<file path="src/rtl/dm_arbiter_if.sv">
// rtl/dm_arbiter_if.sv - requester A/B handshakes and DataMemory port bundle
interface dm_arbiter_if #(
  parameter int AW = 32,
  parameter int DW = 32
);
  logic          a_req;
  logic          a_we;
  logic [AW-1:0] a_addr;
  logic [DW-1:0] a_wdata;
  logic          a_gnt;
  logic          a_rvalid;
  logic          a_rready;
  logic [DW-1:0] a_rdata;
  logic          a_err;

  logic          b_req;
  logic          b_we;
  logic [AW-1:0] b_addr;
  logic [DW-1:0] b_wdata;
  logic          b_gnt;
  logic          b_rvalid;
  logic          b_rready;
  logic [DW-1:0] b_rdata;
  logic          b_err;

  logic [AW-1:0] DMaddr;
  logic [DW-1:0] DMin;
  logic          DMwr;
  logic [DW-1:0] DMout;

  modport slave (
    input  a_req, a_we, a_addr, a_wdata, a_rready,
    output a_gnt, a_rvalid, a_rdata, a_err,
    input  b_req, b_we, b_addr, b_wdata, b_rready,
    output b_gnt, b_rvalid, b_rdata, b_err,
    output DMaddr, DMin, DMwr,
    input  DMout
  );

  modport master (
    output a_req, a_we, a_addr, a_wdata, a_rready,
    input  a_gnt, a_rvalid, a_rdata, a_err,
    output b_req, b_we, b_addr, b_wdata, b_rready,
    input  b_gnt, b_rvalid, b_rdata, b_err,
    input  DMaddr, DMin, DMwr,
    output DMout
  );
endinterface

</file>
<file path="src/rtl/dm_arbiter.sv">
// rtl/dm_arbiter.sv - round-robin two-requester sequencer for single-port DataMemory
module dm_arbiter #(
  parameter int DEPTH = 1024,
  parameter int AW    = 32,
  parameter int DW    = 32
) (
  input logic         clk,
  input logic         rst,
  dm_arbiter_if.slave bus
);

  typedef enum logic [1:0] {IDLE, ACCESS, RESP} state_t;

  localparam logic          OWN_A     = 1'b0;
  localparam logic          OWN_B     = 1'b1;
  localparam logic [AW-1:0] DEPTH_LIM = AW'(DEPTH);

  state_t        state_q, state_d;
  logic          owner_q, owner_d;
  logic          last_q, last_d;
  logic          we_q, we_d;
  logic          err_q, err_d;
  logic [AW-1:0] addr_q, addr_d;
  logic [DW-1:0] wdata_q, wdata_d;
  logic [DW-1:0] rdata_q, rdata_d;

  logic          pick_b;
  logic          gnt_a, gnt_b;
  logic [AW-1:0] win_addr;
  logic          a_own, b_own;

  always_comb begin
    state_d  = state_q;
    owner_d  = owner_q;
    last_d   = last_q;
    we_d     = we_q;
    err_d    = err_q;
    addr_d   = addr_q;
    wdata_d  = wdata_q;
    rdata_d  = rdata_q;
    pick_b   = 1'b0;
    gnt_a    = 1'b0;
    gnt_b    = 1'b0;
    win_addr = '0;

    case (state_q)
      IDLE: begin
        if (bus.a_req || bus.b_req) begin
          // On a tie the requester served least recently goes first.
          pick_b   = bus.b_req && (!bus.a_req || last_q == OWN_A);
          gnt_a    = !pick_b;
          gnt_b    = pick_b;
          win_addr = pick_b ? bus.b_addr : bus.a_addr;
          owner_d  = pick_b ? OWN_B : OWN_A;
          we_d     = pick_b ? bus.b_we : bus.a_we;
          addr_d   = win_addr;
          wdata_d  = pick_b ? bus.b_wdata : bus.a_wdata;
          err_d    = (win_addr >= DEPTH_LIM);
          state_d  = ACCESS;
        end
      end
      ACCESS: begin
        rdata_d = (!we_q && !err_q) ? bus.DMout : '0;
        state_d = RESP;
      end
      RESP: begin
        if ((owner_q == OWN_A) ? bus.a_rready : bus.b_rready) begin
          last_d  = owner_q;
          state_d = IDLE;
        end
      end
      default: state_d = IDLE;
    endcase
  end

  always_ff @(posedge clk) begin
    if (!rst) begin
      state_q <= IDLE;
      owner_q <= OWN_A;
      last_q  <= OWN_B;
      we_q    <= 1'b0;
      err_q   <= 1'b0;
      addr_q  <= '0;
      wdata_q <= '0;
      rdata_q <= '0;
    end else begin
      state_q <= state_d;
      owner_q <= owner_d;
      last_q  <= last_d;
      we_q    <= we_d;
      err_q   <= err_d;
      addr_q  <= addr_d;
      wdata_q <= wdata_d;
      rdata_q <= rdata_d;
    end
  end

  // addr_q/wdata_q only change on the grant edge, so they double as the held memory bus.
  assign bus.DMaddr = addr_q;
  assign bus.DMin   = wdata_q;
  assign bus.DMwr   = (state_q == ACCESS) && we_q && !err_q && rst;

  assign bus.a_gnt = gnt_a && rst;
  assign bus.b_gnt = gnt_b && rst;

  assign a_own = (state_q == RESP) && (owner_q == OWN_A);
  assign b_own = (state_q == RESP) && (owner_q == OWN_B);

  assign bus.a_rvalid = a_own;
  assign bus.a_rdata  = a_own ? rdata_q : '0;
  assign bus.a_err    = a_own && err_q;
  assign bus.b_rvalid = b_own;
  assign bus.b_rdata  = b_own ? rdata_q : '0;
  assign bus.b_err    = b_own && err_q;

endmodule

</file>
<file path="src/flat_wrapper.sv">
// flat-port wrapper written by rule: the top's interface ports become plain ports
module dm_arbiter_flat 
#(
  parameter int DEPTH = 1024,
  parameter int AW    = 32,
  parameter int DW    = 32
)
  (clk, rst, bus_a_req, bus_a_we, bus_a_addr, bus_a_wdata, bus_a_rready, bus_a_gnt, bus_a_rvalid, bus_a_rdata, bus_a_err, bus_b_req, bus_b_we, bus_b_addr, bus_b_wdata, bus_b_rready, bus_b_gnt, bus_b_rvalid, bus_b_rdata, bus_b_err, bus_DMaddr, bus_DMin, bus_DMwr, bus_DMout);
  dm_arbiter_if #(.AW(AW), .DW(DW)) bus_i ();
  input logic clk;
  input logic rst;
  input wire logic [$bits(bus_i.a_req)-1:0] bus_a_req;
  input wire logic [$bits(bus_i.a_we)-1:0] bus_a_we;
  input wire logic [$bits(bus_i.a_addr)-1:0] bus_a_addr;
  input wire logic [$bits(bus_i.a_wdata)-1:0] bus_a_wdata;
  input wire logic [$bits(bus_i.a_rready)-1:0] bus_a_rready;
  output wire logic [$bits(bus_i.a_gnt)-1:0] bus_a_gnt;
  output wire logic [$bits(bus_i.a_rvalid)-1:0] bus_a_rvalid;
  output wire logic [$bits(bus_i.a_rdata)-1:0] bus_a_rdata;
  output wire logic [$bits(bus_i.a_err)-1:0] bus_a_err;
  input wire logic [$bits(bus_i.b_req)-1:0] bus_b_req;
  input wire logic [$bits(bus_i.b_we)-1:0] bus_b_we;
  input wire logic [$bits(bus_i.b_addr)-1:0] bus_b_addr;
  input wire logic [$bits(bus_i.b_wdata)-1:0] bus_b_wdata;
  input wire logic [$bits(bus_i.b_rready)-1:0] bus_b_rready;
  output wire logic [$bits(bus_i.b_gnt)-1:0] bus_b_gnt;
  output wire logic [$bits(bus_i.b_rvalid)-1:0] bus_b_rvalid;
  output wire logic [$bits(bus_i.b_rdata)-1:0] bus_b_rdata;
  output wire logic [$bits(bus_i.b_err)-1:0] bus_b_err;
  output wire logic [$bits(bus_i.DMaddr)-1:0] bus_DMaddr;
  output wire logic [$bits(bus_i.DMin)-1:0] bus_DMin;
  output wire logic [$bits(bus_i.DMwr)-1:0] bus_DMwr;
  input wire logic [$bits(bus_i.DMout)-1:0] bus_DMout;
  assign bus_i.a_req = bus_a_req;
  assign bus_i.a_we = bus_a_we;
  assign bus_i.a_addr = bus_a_addr;
  assign bus_i.a_wdata = bus_a_wdata;
  assign bus_i.a_rready = bus_a_rready;
  assign bus_a_gnt = bus_i.a_gnt;
  assign bus_a_rvalid = bus_i.a_rvalid;
  assign bus_a_rdata = bus_i.a_rdata;
  assign bus_a_err = bus_i.a_err;
  assign bus_i.b_req = bus_b_req;
  assign bus_i.b_we = bus_b_we;
  assign bus_i.b_addr = bus_b_addr;
  assign bus_i.b_wdata = bus_b_wdata;
  assign bus_i.b_rready = bus_b_rready;
  assign bus_b_gnt = bus_i.b_gnt;
  assign bus_b_rvalid = bus_i.b_rvalid;
  assign bus_b_rdata = bus_i.b_rdata;
  assign bus_b_err = bus_i.b_err;
  assign bus_DMaddr = bus_i.DMaddr;
  assign bus_DMin = bus_i.DMin;
  assign bus_DMwr = bus_i.DMwr;
  assign bus_i.DMout = bus_DMout;
  dm_arbiter #(.DEPTH(DEPTH), .AW(AW), .DW(DW)) u_core (.clk(clk), .rst(rst), .bus(bus_i));
endmodule
</file>
<file path="config.mk">
export PLATFORM = sky130hd
export DESIGN_NAME = dm_arbiter_flat
export DESIGN_NICKNAME = d
export VERILOG_FILES = /design/src/rtl/dm_arbiter_if.sv /design/src/rtl/dm_arbiter.sv /design/src/flat_wrapper.sv
export SDC_FILE = /design/constraint.sdc
export NUM_CORES = 1
export LEC_CHECK = 0
export ABC_AREA = 1
export CORE_AREA = 2 2 119 121
export DETAILED_ROUTE_END_ITERATION = 10
export DIE_AREA = 0 0 121 123
export DONT_BUFFER_PORTS = 1
export PLACE_DENSITY = 0.49
export SYNTH_ARGS = -nofsm -noshare
export SYNTH_HDL_FRONTEND = slang
export SYNTH_SLANG_ARGS = --single-unit
</file>
<file path="constraint.sdc">
create_clock -name clk -period 1.3 [get_ports clk]
set_input_delay 0.065 -clock clk [delete_from_list [all_inputs] [get_ports clk]]
set_output_delay 0.065 -clock clk [all_outputs]
set_load 0.1 [all_outputs]
</file>
# Yosys cells after proc, flatten, opt, wreduce, memory -nomap -nowiden
# Index checks and enable logic that the tools add are counted.
word_totals:
  output_inout_bits: 135
  latchBits: 0
  n_memories: 0
  mem_bits_rw: 0
  regBits: 102
  romBits: 0
  elab_cells: 51
  inputBits: 168
op_classes:
  n_mux: 15
  n_reduce_logical: 21
  n_eq_ne: 4
  shift: 0
  add_sub_neg: 0
  bitwise: 2
  n_div: 0
  mul: 0
  n_lt_le_gt_ge: 1
op_table:
  columns: ["cell", "n"]
  rows:
  - ["$mux 32", 5]
  - ["$ge 32x11->1 const B", 1]
  - ["$logic_and 1x1->1", 11]
  - ["$mux 1", 7]
  - ["$pmux 2 s3", 1]
  - ["$reduce_and 2->1", 3]
  - ["$logic_not 1->1", 4]
  - ["$mux 2", 2]
  - ["$ne 2x1->1 const B", 2]
  - ["$eq 2x1->1 const B", 1]
  - ["$eq 2x2->1 const B", 1]
  - ["$logic_not 2->1", 1]
  - ["$logic_or 1x1->1", 2]
  - ["$not 1->1", 2]

# Longest topological paths before layout
# Gate-level depths: netlist of the first run.
depth:
  depth_word: 7
  ltp_mapped: 12
  mapped_depth_nobuf: 11

# Worst setup path before layout of the first run
# OpenSTA, ideal clock, no wires.
synth_timing:
  path_kind: "register -> output"
  startpoint: "register u_core.state_q[1]"
  endpoint: "output bus_a_rdata[10]"
  required_ns: 1.235
  path_buffers: 1
  path_stages_with_launch: 8
  setup_slack_ns: -2.497
  arrival_time_ns: 3.732
  cell_sequence: "dfxtp_1 inv_1 nor2_1 inv_1 nor2_1 inv_1 buf_1 nor2_1"
synth_via:
  elab_chain_cells: 3
synth_rtl:
  columns: ["element", "line", "source"]
  rows:
  - ["start, declared", "dm_arbiter.sv:18", "state_t state_q, state_d;"]
  - ["start signal, assigned", "dm_arbiter.sv:87", "state_q <= state_d;"]
  - ["$eq 2x2->1", "dm_arbiter.sv:106", "assign a_own = (state_q == RESP) && (owner_q == OWN_A);"]
  - ["$logic_and 1x1->1", "dm_arbiter.sv:106", null]
  - ["named net bus_a_rvalid", "flat_wrapper.sv:18", "output wire logic [$bits(bus_i.a_rvalid)-1:0] bus_a_rvalid;"]
  - ["$mux 32", "dm_arbiter.sv:110", "assign bus.a_rdata = a_own ? rdata_q : '0;"]
  - ["end, declared", "flat_wrapper.sv:19", "output wire logic [$bits(bus_i.a_rdata)-1:0] bus_a_rdata;"]
# The timed path passes the listed nets, and every way through them passes these cells.

# Worst setup path in the final report of the first run
layout_timing:
  startpoint: "register u_core.state_q[1]"
  endpoint: "output bus_a_rdata[15]"
layout_via:
  elab_chain_cells: 3
layout_rtl:
  columns: ["element", "line"]
  rows:
  - ["$eq 2x2->1", "dm_arbiter.sv:106"]
  - ["$logic_and 1x1->1", "dm_arbiter.sv:106"]
  - ["$mux 32", "dm_arbiter.sv:110"]
# No other way between the ends.

==> summary.md, run 1 <==
| Metric | Value |
|---|---|
| Logic gate share of total power | 0.427 |
| Mean post-synth cell area | 6.93 sq um |
| Post-synthesis share of cell area spent on and, or, nand and nor gates | 0.238 |
| Rel. slew slack | 0.731 |
| Detail-routed net length per standard cell | 18.5 microns |
| Asr flop ratio synth | 0 |
| Share of cells above drive strength 1 | 0.431 |
| Number of antenna violations at the first check in global routing | 1 |
| Detailed-routing iteration count for the pre-antenna-repair pass | 7 |
| Insertion delay of the later-clocked pin in the worst-skew pair | 350 ps |
| TritonCTS clock tree | yes |
| Switching pwr | 4.92 mW |
| Vias in the first global route | 5730 |
| Largest stage delay on the critical path | 350 ps |
| Post-route worst setup slack | -373 ps |
| Floorplan core area | 13600 sq um |
| Clock power frac | 0.267 |
| Maximum buffer depth of the clock tree | 2 |
| Post-layout nets | 1182 |
| Number of enable flip-flop cells after synthesis | 0 |
| Final setup fails | 170 |
| Failing checks | negative hold slack, negative setup slack |
| Yosys warning total | 0 |
| CTS buffer count | 9 |
| First-pass GRT wire length | 29600 microns |
| Detailed router's first-iteration violation count | 412 |
| Most instantiated cells after synthesis | sky130_fd_sc_hd__nand2_1, sky130_fd_sc_hd__dfxtp_1, sky130_fd_sc_hd__nor2_1 |
| Post-synthesis compound-gate area fraction | 0.228 |
| I/O pin cnt | 303 |
| Deepest level of the CTS H-tree | 3 |
| Worst min path class | input port to flop |
| Maximum clock skew at final layout | 7.60 ps |
| DRC viols | 0 |
| Syn Nets | 849 |
| Adder-cell share of the synthesized area | 0 |
| Final Routed Wirelength | 22200 microns |
| Unique cell type count in the Yosys netlist | 25 |
| Maximum number of pins on one net before global-route repair | 58 |
| Worst Max-Slew Pin Slew | 402 ps |
| Worst slack on hold paths | -28.7 ps |
| Filler cell count | 885 |
| Area added between synthesis and finish | 122% |
| Setup_tns | -38540 ps |
| Root Driver | sky130_fd_sc_hd__clkbuf_16 |
| Worst EP arrival | 1610 ps |
| Top-count cell post-synth | sky130_fd_sc_hd__nand2_1 |
| Crit-path cells | inv_2, nor2_4, inv_2, nor2_4, inv_6, clkbuf_16, nor2_4, buf_12 |
| XOR/XNOR share of the synthesized area | 0 |
| Startpoint-to-endpoint class of the critical path | flop to output pin |
| Worst setup path startpoint | u_core.state_q[1]$_SDFFE_PN0P_ |
| Cells after synthesis | 681 |
| Vias per std cell | 5.18 |
| Effective utilization at floorplan | 0.347 |
| VDD IR max | 931 uV |
| Part of the total power dissipated in sequential elements | 0.306 |
| RSZ-0062 raised after global routing | true |
| Final GP Congestion | 0.858 |
| Library cell contributing the largest single delay on the critical path | sky130_fd_sc_hd__dfxtp_4 |
| Residual overflow from global routing | 0 |
| Sequential area share after synthesis | 0.433 |
| Startpoint of the lowest-slack register-to-register path | u_core.state_q[0]$_SDFFE_PN0P_ |
| Die Area | 14900 sq um |
| Main combinational cell family by area after synthesis | simple AND/OR/NAND/NOR gates |
| Internal power | 7.19 mW |
| Mapped cell area | 4720 sq um |
| Port-buffer cells | 0 |
| Leading register cell type out of synthesis | sky130_fd_sc_hd__dfxtp_1 |
| Total count of hold-check failures in the final report | 9 |
| PwrDens | 1160 nW/um^2 |
| Post-synthesis register bit count | 102 |
| Clock sink count | 102 |
| Net switching share of the total power | 0.407 |
| Share of the clock period used by the worst path | 1.29 |
| Launching element type of the critical path | flop |
| Static leakage | 4.24 nW |
| Gr usage total | 0.253 |
| Clock-pin transition on the worst setup and hold timing paths | 70 ps |
| Pins over their slew limit | 0 |
| Time the worst path needs with I/O delays and setup | 1670 ps |
| Num rows | 43 |
| Critical path data required time | 1240 ps |
| Half-perimeter wire length after detailed placement | 12900 microns |
| Share of Yosys cell area claimed by the top area cell type | 0.433 |
| Total number of vias | 6227 |
| Number of violations of the max-capacitance limit | 0 |
| Die Y-Extent | 123 microns |
| Max FO, Critical Path | 7 |
| Cell types with the largest area share after synthesis | sky130_fd_sc_hd__dfxtp_1, sky130_fd_sc_hd__nand2_1, sky130_fd_sc_hd__nor2_1 |
| Area of the multi-input gates | 2940 sq um |
| Mux contribution to synthesized area | 0 |
| Die span in x | 121 microns |
| Hold Crit Start | bus_a_addr[14] |
| Fmax | 0.598 GHz |
| Result of the run | finished, violations left |
| Area taken by flip-flops and latches | 2110 sq um |
| Worst Setup End Kind | output pin |
| ANT nets after route | 0 |
| Synth area leader | sky130_fd_sc_hd__dfxtp_1 |
| Cell type with the highest occurrence count on the critical path | sky130_fd_sc_hd__nor2_4 |
[power by group through the flow]
stage	clock (mW)	sequential [mW]	combinational (mW)
2_1_floorplan	0	5.43	1.42
3_3_place_gp	0	3.74	4.00
3_5_place_dp	0	3.75	4.04
4_1_cts	3.28	3.69	4.75
5_1_grt	3.39	3.73	5.38
6_report	3.24	3.70	5.17
[layout by cell type, fill, tap and decap left out, types with 2 or more instances in the layout]
| master | count |
|---|---|
| sky130_fd_sc_hd__inv_1 | 51 |
| sky130_fd_sc_hd__nor2_2 | 4 |
| sky130_fd_sc_hd__bufinv_16 | 3 |
| sky130_fd_sc_hd__nand2_4 | 3 |
| sky130_fd_sc_hd__nand3_1 | 21 |
| sky130_fd_sc_hd__o21ai_1 | 21 |
| sky130_fd_sc_hd__a211oi_2 | 12 |
| sky130_fd_sc_hd__diode_2 | 2 |
| sky130_fd_sc_hd__nor2_4 | 71 |
| sky130_fd_sc_hd__a21oi_2 | 14 |
| sky130_fd_sc_hd__nand2_1 | 155 |
| sky130_fd_sc_hd__nand2_2 | 7 |
| sky130_fd_sc_hd__inv_6 | 4 |
| sky130_fd_sc_hd__nor2_1 | 15 |
| sky130_fd_sc_hd__dfxtp_1 | 53 |
| sky130_fd_sc_hd__dfxtp_4 | 2 |
| sky130_fd_sc_hd__a31oi_1 | 46 |
| sky130_fd_sc_hd__a211oi_1 | 20 |
| sky130_fd_sc_hd__buf_16 | 10 |
| sky130_fd_sc_hd__buf_4 | 128 |
| sky130_fd_sc_hd__buf_8 | 7 |
| sky130_fd_sc_hd__buf_12 | 84 |
| sky130_fd_sc_hd__a21oi_1 | 34 |
| sky130_fd_sc_hd__o21ai_0 | 29 |
| sky130_fd_sc_hd__buf_6 | 9 |
| sky130_fd_sc_hd__dlygate4sd3_1 | 130 |
| sky130_fd_sc_hd__dfxtp_2 | 47 |
| sky130_fd_sc_hd__clkbuf_16 | 14 |
| sky130_fd_sc_hd__inv_2 | 4 |
| sky130_fd_sc_hd__nor3_4 | 2 |
| sky130_fd_sc_hd__o21ai_2 | 5 |
[logic make-up after synthesis]
kind of cell           Yosys count
and+or+nand+nor                282
buffers and inverters          112
AOI/OAI and AO/OA              185
DFF                            102
[metal layers]
metal  up-vias  track usage  part of all wire
met5         -            0                 0
met4         0        0.107             0.042
met3        70       0.0558             0.075
met2       341        0.455              0.52
met1      2885        0.290              0.36
li1       2931            -                 -
[state kept, by name (all words and copies together) (netlist names)]
name and count:
u_core.rdata_q 32, u_core.owner_q 1, u_core.bus.DMaddr 32, u_core.last_q 1, u_core.state_q 2, u_core.bus.DMin 32
u_core.we_q 1, u_core.err_q 1
[per-stage QoR]
stage / instances / power (mW) / util / area [sq um] / setup WS [ps]
final: 1201 / 12.1 / 0.770 / 10500 / -373
after global routing: 1200 / 12.5 / 0.770 / 10500 / -431
after CTS: 1130 / 11.7 / 0.701 / 9550 / -373
after detailed placement: 1007 / 7.79 / 0.571 / 7770 / -218
after global placement: 1007 / 7.74 / 0.571 / 7770 / -170
after floorplan: 681 / 6.85 / - / 5400 / -990
[final cells by class]
type / count / share of cell area
diodes: 2 / 0.000477
clock buffers: 10 / 0.0228
clock inverters: 6 / 0.0111
inverters: 60 / 0.0252
multi-input cells: 467 / 0.281
flip-flops and latches: 102 / 0.201
well taps: 180 / 0.0215
repair buffers: 374 / 0.437
[worst max-delay path, delay by kind of cell (launching register included)]
kind,cells,cell delay [ps]
buf+inv,5,560
flops,1,350
simple gates,3,340
[final timing paths]
check        depth (start not counted)  slack [ps]                                  to
min reg2reg                          2         500    u_core.bus.DMin[24]$_SDFFE_PN0P_
max reg2reg                          8        -330    u_core.bus.DMin[11]$_SDFFE_PN0P_
min                                  4         -30  u_core.bus.DMaddr[14]$_SDFFE_PN0P_
max                                  8        -370                     bus_a_rdata[15]
[timing repair]
item | in CTS | in global routing
resized for setup | 87 | 42
buffers inserted | 25 | 10
endpoints found under the setup margin | 108 | 171
hold endpoints to repair | 101 | 53
pin swaps | 25 | 21
hold buffers | 74 | 57
gates cloned | 10 | 5
Note: power is estimated with default switching activity, not from simulation.
==> run 2, diff against run 1 <==
Settings changed: CORE_AREA 2 2 119 121 to 2 2 116 118, DIE_AREA 0 0 121 123 to 0 0 118 120, PLACE_DENSITY 0.49 to 0.52, RECOVER_POWER set to 50.
==> run 2 against run 1 <==
Compared with the run above: the flow finishes with violations (negative setup slack); flip-flop and latch count unchanged; core utilization increased by 6.1 points; routed wire length increased by 13%; non-clock buffer count increased by 18; global-route usage increased by 4.3 points; setup slack got worse by 98 ps; combinational power increased by 5.2%; register-to-register slack got worse by 140 ps; critical path type is now flop to flop; largest power group unchanged; highest routed layer unchanged.
==> summary.md, run 2 (synthesis gave the netlist of run 1 again) <==
| Metric | Value |
|---|---|
| Total number of vias | 6759 (was 6227) |
| Final setup fails | 140 (was 170) |
| Result of the run | finished, violations left (unchanged) |
| Insertion delay of the later-clocked pin in the worst-skew pair | 350 ps (about the same) |
| Clock-pin transition on the worst setup and hold timing paths | 70 ps (about the same) |
| Port-buffer cells | 0 (unchanged) |
| Final total power | 11.8 mW (was 12.1 mW) |
| Maximum clock skew at final layout | 7.95 ps (was 7.60 ps) |
| Die Area | 14200 sq um (was 14900 sq um) |
| Residual overflow from global routing | 0 (unchanged) |
| I/O pin cnt | 303 (unchanged) |
| Final GP Congestion | 0.829 (was 0.858) |
| Total count of hold-check failures in the final report | 0 (was 9) |
| Most common cell after layout, fill and taps aside | sky130_fd_sc_hd__dlygate4sd3_1 (was sky130_fd_sc_hd__nand2_1) |
| Share of the clock period used by the worst path | 1.36 (was 1.29) |
| Hold Crit Start | rst (was bus_a_addr[14]) |
| Crit-path cells | buf_4, nor3_4, buf_4, buf_6, buf_12, buf_6, clkbuf_16, o21ai_0, a31oi_1 (was inv_2, nor2_4, inv_2, nor2_4, inv_6, clkbuf_16, nor2_4, buf_12) |
| Largest stage delay on the critical path | 360 ps (was 350 ps) |
| Die span in x | 118 microns (was 121 microns) |
| Rel. slew slack | 0.643 (was 0.731) |
| Critical path data required time | 1550 ps (was 1240 ps) |
| Failing checks | negative setup slack (was negative hold slack, negative setup slack) |
| Deepest level of the CTS H-tree | 3 (unchanged) |
| Gr usage total | 0.297 (was 0.253) |
| First-pass GRT wire length | 33700 microns (was 29600 microns) |
| Worst min path class | input port to flop (unchanged) |
| Detailed router's first-iteration violation count | 606 (was 412) |
| ANT nets after route | 0 (unchanged) |
| Floorplan core area | 13000 sq um (was 13600 sq um) |
| Max FO, Critical Path | 5 (was 7) |
| Endpoint of the worst register-to-register path | u_core.bus.DMaddr[21]$_SDFFE_PN0P_ (was u_core.bus.DMin[11]$_SDFFE_PN0P_) |
| Area added between synthesis and finish | 128% (was 122%) |
| Pins over their slew limit | 0 (unchanged) |
| Startpoint-to-endpoint class of the critical path | flop to flop (was flop to output pin) |
| Die Y-Extent | 120 microns (was 123 microns) |
| Time the worst path needs with I/O delays and setup | 1770 ps (was 1670 ps) |
| Clock sink count | 102 (unchanged) |
| Static leakage | 4.30 nW (was 4.24 nW) |
| Effective utilization at floorplan | 0.364 (was 0.347) |
| Fmax | 0.565 GHz (was 0.598 GHz) |
| Startpoint of the lowest-slack register-to-register path | u_core.state_q[1]$_SDFFE_PN0P_ (was u_core.state_q[0]$_SDFFE_PN0P_) |
| Post-layout nets | 1200 (was 1182) |
| PwrDens | 1090 nW/um^2 (was 1160 nW/um^2) |
| Half-perimeter wire length after detailed placement | 12500 microns (was 12900 microns) |
| Vias in the first global route | 6609 (was 5730) |
| TritonCTS clock tree | yes (unchanged) |
| Root Driver | sky130_fd_sc_hd__clkbuf_16 (unchanged) |
| Post-route worst setup slack | -471 ps (was -373 ps) |
| Hold Crit Endpoint | u_core.bus.DMin[16]$_SDFFE_PN0P_ (was u_core.bus.DMaddr[14]$_SDFFE_PN0P_) |
| Number of violations of the max-capacitance limit | 0 (unchanged) |
| Vias per std cell | 5.56 (was 5.18) |
| Number of antenna violations at the first check in global routing | 2 (was 1) |
| Worst EP arrival | 2020 ps (was 1610 ps) |
| Maximum buffer depth of the clock tree | 2 (unchanged) |
| R2R cell count | 9 (was 8) |
| Detailed-routing iteration count for the pre-antenna-repair pass | 6 (was 7) |
| Reg2Reg Setup Slack | -470 ps (was -330 ps) |
| Worst Setup End Kind | flop (was output pin) |
| Cell depth of the worst min-delay path | 4 (unchanged) |
| DRC viols | 0 (unchanged) |
| Maximum number of pins on one net before global-route repair | 56 (was 58) |
| Library cell contributing the largest single delay on the critical path | sky130_fd_sc_hd__dfxtp_4 (unchanged) |
| Final Routed Wirelength | 25000 microns (was 22200 microns) |
| Highest-count cells in the layout ignoring fill and taps | sky130_fd_sc_hd__dlygate4sd3_1, sky130_fd_sc_hd__nand2_1, sky130_fd_sc_hd__buf_12 (was sky130_fd_sc_hd__nand2_1, sky130_fd_sc_hd__dlygate4sd3_1, sky130_fd_sc_hd__buf_4) |
| Launching element type of the critical path | flop (unchanged) |
| Detail-routed net length per standard cell | 20.6 microns (was 18.5 microns) |
| CTS buffer count | 9 (unchanged) |
| Worst setup path startpoint | u_core.state_q[1]$_SDFFE_PN0P_ (unchanged) |
| Worst slack on hold paths | 11.0 ps (was -28.7 ps) |
| Placed Cells incl. Taps | 997 (was 1007) |
| Final Non-Filler Cells | 1215 (was 1201) |
| RSZ-0062 raised after global routing | true (unchanged) |
| Share of cells above drive strength 1 | 0.457 (was 0.431) |
| VDD IR max | 795 uV (was 931 uV) |
| Worst Max-Slew Pin Slew | 538 ps (was 402 ps) |
| Num rows | 42 (was 43) |
[run 2: how the worst max path moves through the flow]
stage	endpoint	slack, ps	cells after the start
final	u_core.bus.DMaddr[21]$_SDFFE_PN0P_	-470	9
after global routing	u_core.err_q$_SDFFE_PN0P_	-540	14
after CTS	bus_a_gnt	-380	7
after detailed placement	u_core.err_q$_SDFFE_PN0P_	-240	11
after global placement	u_core.err_q$_SDFFE_PN0P_	-220	12
after floorplan	bus_a_rdata[10]	-990	7
[run 2: repair_timing]
action	CTS	global route
hold buffers	152	2
cloned	8	10
setup endpoints to repair	113	160
setup buffers	18	15
endpoints found under the hold margin	100	2
resized for setup	65	130
pin swaps	26	13
[run 2: metrics by stage]
stage | setup WS (ps) | TNS [ps] | cell area, sq um | util
floorplan | -990 | -48090 | 5400 | -
global placement | -217 | -3770 | 7730 | 0.596
detailed placement | -241 | -6300 | 7730 | 0.596
CTS | -385 | -33670 | 10100 | 0.780
global route | -536 | -53900 | 10800 | 0.831
finish | -471 | -43390 | 10800 | 0.831
[run 2: cell type report]
class                      count  area (sq um)
timing repair buffer         392          4730
tap                          176           220
clock inverter                 7          57.6
multi-input combinational    467          3190
antenna                        2          5.00
sequential                   102          2110
inverter                      60           254
clock buffer                   9           225
fill                         688          2190
[run 2: critical path: cells and delay by family (launching register included)]
family	cells	cell delay (ps)
buffers and inverters	6	770
DFF	1	360
AOI/OAI and AO/OA	2	350
and+or+nand+nor	1	200
[run 2: layer usage]
metal	GRT usage	up-vias	part of all wire
met5	0	-	0
met4	0.168	0	0.057
met3	0.0737	138	0.087
met2	0.529	538	0.51
met1	0.321	3118	0.34
li1	-	2965	-
[run 2: report_power, final]
| part | internal (mW) | switching [mW] |
|---|---|---|
| sequential | 3.52 | 0.207 |
| clock | 1.33 | 1.31 |
| combinational | 1.76 | 3.68 |
